===== config.mk =====
export PLATFORM = sky130hd
export DESIGN_NAME = pipe_stage_reg_flat
export DESIGN_NICKNAME = d
export VERILOG_FILES = /design/src/rtl/pipe_stage_if.sv /design/src/rtl/pipe_stage_reg.sv /design/src/flat_wrapper.sv
export SDC_FILE = /design/constraint.sdc
export NUM_CORES = 1
export LEC_CHECK = 0
export CAP_MARGIN = 0
export CORE_ASPECT_RATIO = 1.5
export CORE_MARGIN = 8
export CORE_UTILIZATION = 30
export CTS_CLUSTER_SIZE = 16
export DETAILED_ROUTE_END_ITERATION = 6
export PLACE_DENSITY_LB_ADDON = 0.15
export SLEW_MARGIN = 30
export SYNTH_ARGS = -nofsm -noshare
export SYNTH_HDL_FRONTEND = slang
export SYNTH_SLANG_ARGS = --single-unit
export TNS_END_PERCENT = 100

===== constraint.sdc =====
create_clock -name clk -period 5.24 [get_ports clk]
set_clock_uncertainty 0.05 [all_clocks]
set_input_delay 0.524 -clock clk [delete_from_list [all_inputs] [get_ports clk]]
set_output_delay 0.524 -clock clk [all_outputs]
set_load 0.005 [all_outputs]

===== src/rtl/pipe_stage_if.sv =====
// Signal bundle for one inter-stage pipeline register.
// The master side (the upstream stage, or a bench) drives the controls and
// in_* fields, and reads the out_* fields.
// The slave side is the register itself.
interface pipe_stage_if #(
  parameter int VAL_N  = 2,
  parameter int DW     = 32,
  parameter int TNEW_W = 2
);
  logic                 en;
  logic                 stall_bubble;
  logic                 flush;
  logic [VAL_N*DW-1:0]  in_val;
  logic [DW-1:0]        in_ext;
  logic [DW-1:0]        in_pc;
  logic [DW-1:0]        in_instr;
  logic [4:0]           in_a3;
  logic [4:0]           in_exc;
  logic                 in_bd;
  logic [TNEW_W-1:0]    in_tnew;
  logic                 in_valid;
  logic [VAL_N*DW-1:0]  out_val;
  logic [DW-1:0]        out_ext;
  logic [DW-1:0]        out_pc;
  logic [DW-1:0]        out_instr;
  logic [4:0]           out_a3;
  logic [4:0]           out_exc;
  logic                 out_bd;
  logic [TNEW_W-1:0]    out_tnew;
  logic                 out_valid;
  logic [TNEW_W-1:0]    out_tnew_fwd;

  modport master (
    output en, stall_bubble, flush, in_val, in_ext, in_pc, in_instr,
           in_a3, in_exc, in_bd, in_tnew, in_valid,
    input  out_val, out_ext, out_pc, out_instr, out_a3, out_exc, out_bd,
           out_tnew, out_valid, out_tnew_fwd
  );

  modport slave (
    input  en, stall_bubble, flush, in_val, in_ext, in_pc, in_instr,
           in_a3, in_exc, in_bd, in_tnew, in_valid,
    output out_val, out_ext, out_pc, out_instr, out_a3, out_exc, out_bd,
           out_tnew, out_valid, out_tnew_fwd
  );
endinterface


===== src/rtl/pipe_stage_reg.sv =====
// Generic inter-stage pipeline register for the five-stage MIPS core.
// It carries VAL_N operand lanes plus PC, instruction, destination register,
// exception code, branch-delay flag and the Tnew hazard counter.
// It also exports the saturating decrement of Tnew for the next stage's
// hazard unit.
// Edge priority: flush > stall_bubble > en > hold. The async reset is above all.
// Optional macro STAGE_KEEP_PC_EN: a bubble keeps in_pc/in_bd, so that an
// interrupt taken on the bubble reports the right EPC/BD.
// Without the macro, a bubble resets PC/BD the same way a flush does.
module pipe_stage_reg #(
  parameter int          VAL_N   = 2,
  parameter int          DW      = 32,
  parameter int          TNEW_W  = 2,
  parameter logic [31:0] INIT_PC = 32'h0000_3000
) (
  input  logic         clk,
  input  logic         reset,
  pipe_stage_if.slave  bus
);

  localparam logic [DW-1:0] PC_RST = DW'(INIT_PC);

  logic [VAL_N*DW-1:0] val_q,   val_d;
  logic [DW-1:0]       ext_q,   ext_d;
  logic [DW-1:0]       pc_q,    pc_d;
  logic [DW-1:0]       instr_q, instr_d;
  logic [4:0]          a3_q,    a3_d;
  logic [4:0]          exc_q,   exc_d;
  logic                bd_q,    bd_d;
  logic [TNEW_W-1:0]   tnew_q,  tnew_d;
  logic                valid_q, valid_d;

  // Next-state selection: hold by default, then apply the prioritised actions.
  always_comb begin
    val_d   = val_q;
    ext_d   = ext_q;
    pc_d    = pc_q;
    instr_d = instr_q;
    a3_d    = a3_q;
    exc_d   = exc_q;
    bd_d    = bd_q;
    tnew_d  = tnew_q;
    valid_d = valid_q;
    if (bus.flush) begin
      val_d   = '0;
      ext_d   = '0;
      pc_d    = PC_RST;
      instr_d = '0;
      a3_d    = '0;
      exc_d   = '0;
      bd_d    = 1'b0;
      tnew_d  = '0;
      valid_d = 1'b0;
    end else if (bus.stall_bubble) begin
      val_d   = '0;
      ext_d   = '0;
      instr_d = '0;
      a3_d    = '0;
      exc_d   = '0;
      tnew_d  = '0;
      valid_d = 1'b0;
`ifdef STAGE_KEEP_PC_EN
      pc_d    = bus.in_pc;
      bd_d    = bus.in_bd;
`else
      pc_d    = PC_RST;
      bd_d    = 1'b0;
`endif
    end else if (bus.en) begin
      val_d   = bus.in_val;
      ext_d   = bus.in_ext;
      pc_d    = bus.in_pc;
      instr_d = bus.in_instr;
      exc_d   = bus.in_exc;
      bd_d    = bus.in_bd;
      valid_d = bus.in_valid;
      // An empty slot must never look like a pending register write to the hazard unit.
      a3_d    = bus.in_valid ? bus.in_a3   : 5'd0;
      tnew_d  = bus.in_valid ? bus.in_tnew : '0;
    end
  end

  // Stage state register; reset clears it immediately, without waiting for clk.
  always_ff @(posedge clk or posedge reset) begin
    if (reset) begin
      val_q   <= '0;
      ext_q   <= '0;
      pc_q    <= PC_RST;
      instr_q <= '0;
      a3_q    <= '0;
      exc_q   <= '0;
      bd_q    <= 1'b0;
      tnew_q  <= '0;
      valid_q <= 1'b0;
    end else begin
      val_q   <= val_d;
      ext_q   <= ext_d;
      pc_q    <= pc_d;
      instr_q <= instr_d;
      a3_q    <= a3_d;
      exc_q   <= exc_d;
      bd_q    <= bd_d;
      tnew_q  <= tnew_d;
      valid_q <= valid_d;
    end
  end

  assign bus.out_val   = val_q;
  assign bus.out_ext   = ext_q;
  assign bus.out_pc    = pc_q;
  assign bus.out_instr = instr_q;
  assign bus.out_a3    = a3_q;
  assign bus.out_exc   = exc_q;
  assign bus.out_bd    = bd_q;
  assign bus.out_tnew  = tnew_q;
  assign bus.out_valid = valid_q;

  // The forwarded Tnew stops at zero, so it never wraps to all-ones.
  assign bus.out_tnew_fwd = (tnew_q == '0) ? '0 : tnew_q - TNEW_W'(1);

endmodule

===== src/flat_wrapper.sv =====
// flat-port wrapper written by rule: the top's interface ports become plain ports
module pipe_stage_reg_flat 
#(
  parameter int          VAL_N   = 2,
  parameter int          DW      = 32,
  parameter int          TNEW_W  = 2,
  parameter logic [31:0] INIT_PC = 32'h0000_3000
)
  (clk, reset, bus_en, bus_stall_bubble, bus_flush, bus_in_val, bus_in_ext, bus_in_pc, bus_in_instr, bus_in_a3, bus_in_exc, bus_in_bd, bus_in_tnew, bus_in_valid, bus_out_val, bus_out_ext, bus_out_pc, bus_out_instr, bus_out_a3, bus_out_exc, bus_out_bd, bus_out_tnew, bus_out_valid, bus_out_tnew_fwd);
  pipe_stage_if #(.VAL_N(VAL_N), .DW(DW), .TNEW_W(TNEW_W)) bus_i ();
  input  logic clk;
  input  logic reset;
  input wire logic [$bits(bus_i.en)-1:0] bus_en;
  input wire logic [$bits(bus_i.stall_bubble)-1:0] bus_stall_bubble;
  input wire logic [$bits(bus_i.flush)-1:0] bus_flush;
  input wire logic [$bits(bus_i.in_val)-1:0] bus_in_val;
  input wire logic [$bits(bus_i.in_ext)-1:0] bus_in_ext;
  input wire logic [$bits(bus_i.in_pc)-1:0] bus_in_pc;
  input wire logic [$bits(bus_i.in_instr)-1:0] bus_in_instr;
  input wire logic [$bits(bus_i.in_a3)-1:0] bus_in_a3;
  input wire logic [$bits(bus_i.in_exc)-1:0] bus_in_exc;
  input wire logic [$bits(bus_i.in_bd)-1:0] bus_in_bd;
  input wire logic [$bits(bus_i.in_tnew)-1:0] bus_in_tnew;
  input wire logic [$bits(bus_i.in_valid)-1:0] bus_in_valid;
  output wire logic [$bits(bus_i.out_val)-1:0] bus_out_val;
  output wire logic [$bits(bus_i.out_ext)-1:0] bus_out_ext;
  output wire logic [$bits(bus_i.out_pc)-1:0] bus_out_pc;
  output wire logic [$bits(bus_i.out_instr)-1:0] bus_out_instr;
  output wire logic [$bits(bus_i.out_a3)-1:0] bus_out_a3;
  output wire logic [$bits(bus_i.out_exc)-1:0] bus_out_exc;
  output wire logic [$bits(bus_i.out_bd)-1:0] bus_out_bd;
  output wire logic [$bits(bus_i.out_tnew)-1:0] bus_out_tnew;
  output wire logic [$bits(bus_i.out_valid)-1:0] bus_out_valid;
  output wire logic [$bits(bus_i.out_tnew_fwd)-1:0] bus_out_tnew_fwd;
  assign bus_i.en = bus_en;
  assign bus_i.stall_bubble = bus_stall_bubble;
  assign bus_i.flush = bus_flush;
  assign bus_i.in_val = bus_in_val;
  assign bus_i.in_ext = bus_in_ext;
  assign bus_i.in_pc = bus_in_pc;
  assign bus_i.in_instr = bus_in_instr;
  assign bus_i.in_a3 = bus_in_a3;
  assign bus_i.in_exc = bus_in_exc;
  assign bus_i.in_bd = bus_in_bd;
  assign bus_i.in_tnew = bus_in_tnew;
  assign bus_i.in_valid = bus_in_valid;
  assign bus_out_val = bus_i.out_val;
  assign bus_out_ext = bus_i.out_ext;
  assign bus_out_pc = bus_i.out_pc;
  assign bus_out_instr = bus_i.out_instr;
  assign bus_out_a3 = bus_i.out_a3;
  assign bus_out_exc = bus_i.out_exc;
  assign bus_out_bd = bus_i.out_bd;
  assign bus_out_tnew = bus_i.out_tnew;
  assign bus_out_valid = bus_i.out_valid;
  assign bus_out_tnew_fwd = bus_i.out_tnew_fwd;
  pipe_stage_reg #(.VAL_N(VAL_N), .DW(DW), .TNEW_W(TNEW_W), .INIT_PC(INIT_PC)) u_core (.clk(clk), .reset(reset), .bus(bus_i));
endmodule

==> impl_metrics.tcl, run 1 <==
set metrics [dict create \
    status "completed" \
    die_h_um 204 \
    clk_pin_slew_ns 0.06 \
    first_pass_iters 4 \
    final_core_util 0.486 \
    cts_tree "built" \
    final_antenna_net_count 0 \
    leakagePower_nw 5.23 \
    ys_seq_area_frac 0.616 \
    final_common_cell "clkdlybuf4s50_1" \
    nets 1091 \
    drt_iter0_drc 123 \
    fp.coreArea_um2 23500 \
    die_width_um 141 \
    hold_path_class "reg2reg" \
    post-route-period-util 0.407 \
    power.density_nw_per_um2 274 \
    crit_type "in2reg" \
    clock_sinks 174 \
    port_buffers 354 \
    setup_viol_count_final 0 \
    final_cell_mix "353 x clkdlybuf4s50_1, 172 x dfrtp_1, 167 x mux2i_1, 166 x nor2_1, 17 x clkbuf_16" \
    clk-insertion-delay-late_ns 0.43 \
    clockRootBuffer "clkbuf_16" \
    grt_pass1_vias 5839 \
    postSynthCellCount 574 \
    maxCapViolCount 0 \
    drive_gt1_frac 0.0432 \
    initial_core_util 0.301 \
    cts_made_buffers 17 \
    cp-end-kind "flip-flop" \
    r2r_setup_slack_ns 4.44 \
    route.detailed.drc 0 \
    synth_cell_types 17 \
    grt_pass1_wl_um 34600 \
    wl_um 22700 \
    cts-hold-fix-buffers 0 \
    vias 5389 \
    antenna_found_initial 2 \
    hold_violations 0 \
    die-area_um2 28900 \
    max_slew_margin 0.378 \
    syn_area_um2 7080 \
    peakVddDrop_mv 0.200 \
    period_needed_ns 2.13 \
    cp_max_fo 106 \
    worst_pin_slew_ns 0.933 \
    syn_avg_cell_area_um2 12.3 \
    dp_hpwl_um 16200 \
    whs_ns 0.464 \
    grt_overflow_total 0 \
    area_growth_pct 61.3 \
    max_freq_mhz 469 \
    cts_max_path_buffers 2 \
    pre_cts_ws_ns 2.66 \
    critPathArrivalTime_ns 2.37 \
    ys_warn_count 0 \
    h-tree-depth 4 \
    start_kind "input port" \
    syn-num-nets 753 \
    cts_setup_buffers 0 \
    rsz0062_at_grt "no" \
    cts_resized 0 \
    n_antenna_cell 0 \
    setup_slack_ns 3.11 \
    num_io_pins 355 \
    ys_seq_elements 174 \
    place_congestion 0.713 \
    slew_violations 0 \
    finalSetupTns_ns 0 \
    grt_use_total 0.157 \
    grt_max_degree 107 \
    cp.required_ns 5.48 \
    fp-row-count 69 \
    wl_per_cell_um 18.2 \
    via_per_inst 4.33 \
]
[cell usage after synthesis, drive strengths merged]
cell type / instances / area share
dfrtp: 172 / 0.61
mux2i: 167 / 0.24
nor2: 166 / 0.088
buf: 30 / 0.034
clkbuf: 10 / 0.0055
a21oi: 7 / 0.0049
nand2b: 7 / 0.0062
nand3: 7 / 0.0049
dfstp: 2 / 0.0074
nand2: 2 / 0.0011
and2: 1 / 0.00088
inv: 1 / 0.00053
nor2b: 1 / 0.00088
or2: 1 / 0.00088
[critical path, stage by stage]
cell and delay (ns):
clkdlybuf4s50_1 0.48, or2_4 0.64, buf_12 0.44, nor2_1 0.11
[where the power goes]
part | total, mW | internal (mW) | switching, mW
logic | 0.418 | 0.255 | 0.163
registers | 1.41 | 1.38 | 0.0228
clock network | 1.30 | 0.767 | 0.531
total | 3.12 | 2.41 | 0.717
[path summary, 6_finish.rpt]
path,from,cells after the start,endpoint
min in group asynchronous,reset,2,u_core.bus.out_ext[1]$_DFFE_PP0P_
max reg2reg,u_core.bus.out_tnew[0]$_DFFE_PP0P_,2,u_core.bus.out_tnew[0]$_DFFE_PP0P_
min reg2reg,u_core.bus.out_ext[22]$_DFFE_PP0P_,2,u_core.bus.out_ext[22]$_DFFE_PP0P_
max in group asynchronous,reset,3,u_core.bus.out_valid$_DFFE_PP0P_
max,bus_flush,4,u_core.bus.out_val[58]$_DFFE_PP0P_
min,u_core.bus.out_ext[22]$_DFFE_PP0P_,2,u_core.bus.out_ext[22]$_DFFE_PP0P_
[metal layers]
metal	global-route usage	up-vias	routed length [um]
li1	-	2565	-
met1	0.175	2545	8970
met2	0.248	250	10600
met3	0.0891	25	2820
met4	0.0501	4	316
met5	0	-	25
[cell type report]
| cell class | instances | area, um2 |
|---|---|---|
| sequential | 174 | 4360 |
| fill | 2195 | 12100 |
| multi-input combinational | 359 | 2440 |
| clock buffer | 24 | 502 |
| inverter | 1 | 7.51 |
| clock inverter | 8 | 105 |
| timing repair buffer | 359 | 3610 |
| tap | 319 | 399 |
[metrics by stage]
stage / power [mW] / cell area (um2) / cells
floorplan: 1.60 / 7080 / 574
global placement: 1.86 / 10800 / 1212
detailed placement: 1.86 / 10800 / 1212
CTS: 3.18 / 11400 / 1244
global route: 3.27 / 11400 / 1244
finish: 3.12 / 11400 / 1244
[sequential cells by signal, indices dropped and copies added (netlist names)]
| name | flops |
|---|---|
| u_core.bus.out_valid | 1 |
| u_core.bus.out_instr | 32 |
| u_core.bus.out_exc | 5 |
| u_core.bus.out_ext | 32 |
| u_core.bus.out_val | 64 |
| u_core.bus.out_tnew | 2 |
| u_core.bus.out_a3 | 5 |
| u_core.bus.out_pc | 32 |
| u_core.bus.out_bd | 1 |
[cell families (layout without fill, tap and decap cells)]
logic type             after synthesis  in the layout  synth area share
AO/OA/AOI/OAI                        7              7           0.00495
buffers and inverters               41            392            0.0405
flip-flops                         174            174             0.616
multiplexers                       167            167             0.236
AND/OR/NAND/NOR                    185            185             0.103
Power figures use the tool's default switching activity.
==> inputs of run 2 (changes only) <==
==> constraint.sdc (replaced) <==
create_clock -name clk -period 2.2 [get_ports clk]
set_clock_uncertainty 0.05 [all_clocks]
set_input_delay 0.22 -clock clk [delete_from_list [all_inputs] [get_ports clk]]
set_output_delay 0.22 -clock clk [all_outputs]
set_load 0.005 [all_outputs]
==> impl_metrics.tcl, run 2 (synthesized netlist as in run 1, its figures left out) <==
set metrics [dict create \
    num_io_pins 355 \
    cp-end-kind "primary output" \
    first_pass_iters 4 \
    route.detailed.drc 0 \
    die_width_um 141 \
    combPwrFrac 0.136 \
    cp.required_ns 1.93 \
    maxCapViolCount 0 \
    clock_sinks 174 \
    die-area_um2 28900 \
    cts_max_path_buffers 2 \
    r2r_setup_slack_ns 1.42 \
    drt_iter0_drc 143 \
    grt_max_degree 108 \
    cts-hold-fix-buffers 0 \
    grt_overflow_total 0 \
    nets 1100 \
    place_congestion 0.732 \
    pre_cts_ws_ns 0.534 \
    crit_type "reg2out" \
    fp-row-count 69 \
    hold_path_class "in2async" \
    hold_violations 0 \
    status "completed" \
    cts_tree "built" \
    dp_hpwl_um 16600 \
    post-route-period-util 0.816 \
    final_core_util 0.493 \
    setup_slack_ns 0.405 \
    whs_ns 0.221 \
    final_antenna_net_count 0 \
    power_mw 7.54 \
    worst_pin_slew_ns 0.660 \
    clk_pin_slew_ns 0.06 \
    period_needed_ns 1.80 \
    grt_pass1_vias 5992 \
    grt_use_total 0.158 \
    clockRootBuffer "clkbuf_16" \
    final_cell_mix "353 x clkdlybuf4s50_1, 172 x dfrtp_1, 167 x mux2i_1, 166 x nor2_1, 17 x clkbuf_16" \
    multiInputGateArea_um2 2440 \
    leakagePower_nw 5.31 \
    grt_pass1_wl_um 35100 \
    vias 5437 \
    h-tree-depth 4 \
    p_int_mw 5.84 \
    drive_gt1_frac 0.0525 \
    rsz0062_at_grt "no" \
    final_common_cell "clkdlybuf4s50_1" \
    finalSetupTns_ns 0 \
    fp.coreArea_um2 23500 \
    cts_resized 0 \
    critPathArrivalTime_ns 1.53 \
    pwr-share-seq 0.445 \
    max_freq_mhz 557 \
    antenna_found_initial 2 \
    clk-insertion-delay-late_ns 0.42 \
    largest_reg_flops 64 \
    reg2reg_depth 2 \
    n_antenna_cell 0 \
    area_growth_pct 63.5 \
    start_kind "flip-flop" \
    wl_per_cell_um 18.2 \
    via_per_inst 4.34 \
    seq_area_um2 4360 \
    wl_um 22800 \
    initial_core_util 0.301 \
    fillers 2191 \
    max_slew_margin 0.560 \
    sw_frac_of_total 0.226 \
    power.density_nw_per_um2 651 \
    p_switching_mw 1.70 \
    setup_viol_count_final 0 \
    port_buffers 354 \
    peakVddDrop_mv 0.464 \
    cts_made_buffers 17 \
    slew_violations 0 \
    die_h_um 204 \
    cts_setup_buffers 0 \
    cp_max_fo 4 \
    clock_power_share 0.419 \
]
[run 2: changes by cell type in the layout (fill, tap and decap cells not counted), sizes merged]
cell      previous run  this run
buf                  6        15
bufinv               2         3
clkbuf              24        23
clkinv               3         2
clkinvlp             4         5
[run 2: layout make-up]
class,count,area share
multi-input combinational,359,0.211
clock inverter,9,0.0116
sequential,174,0.376
tap,319,0.0345
timing repair buffer,368,0.324
inverter,1,0.000649
clock buffer,23,0.0422
[run 2: power groups by stage]
stage               Sequential [mW]  Clock, mW  Combinational (mW)
finish                         3.35       3.16                1.03
global route                   3.36       3.40                1.12
CTS                            3.35       3.30                1.05
detailed placement             3.41          0                1.05
global placement               3.41          0                1.05
floorplan                      3.42          0               0.405
[run 2: layer usage]
layer  part of all wire  wire (um)  GRT usage
met1               0.41       9260      0.179
met2               0.46      10600      0.252
met3               0.12       2690     0.0842
met4              0.011        257     0.0477
met5            0.00096         22          0
[run 2: final timing paths]
| check | start | end |
|---|---|---|
| worst min register to register | u_core.bus.out_ext[0]$_DFFE_PP0P_ | u_core.bus.out_ext[0]$_DFFE_PP0P_ |
| worst min-delay path | reset | u_core.bus.out_ext[24]$_DFFE_PP0P_ |
| worst max register to register | u_core.bus.out_pc[12]$_DFFE_PP1P_ | u_core.bus.out_pc[12]$_DFFE_PP1P_ |
| max in group asynchronous | reset | u_core.bus.out_instr[16]$_DFFE_PP0P_ |
| worst max-delay path | u_core.bus.out_tnew[1]$_DFFE_PP0P_ | bus_out_tnew_fwd[0] |
| min in group clk | bus_en | u_core.bus.out_instr[1]$_DFFE_PP0P_ |
[run 2: critical path, cell delays in order (launching register included)]
cell and delay, ns:
dfrtp_1 0.44, nor2b_1 0.16, clkdlybuf4s50_1 0.51
[run 2: per-stage QoR]
stage	instance area, um2	std cells
floorplan	7080	574
global placement	11000	1221
detailed placement	11000	1221
CTS	11600	1253
global route	11600	1253
finish	11600	1253
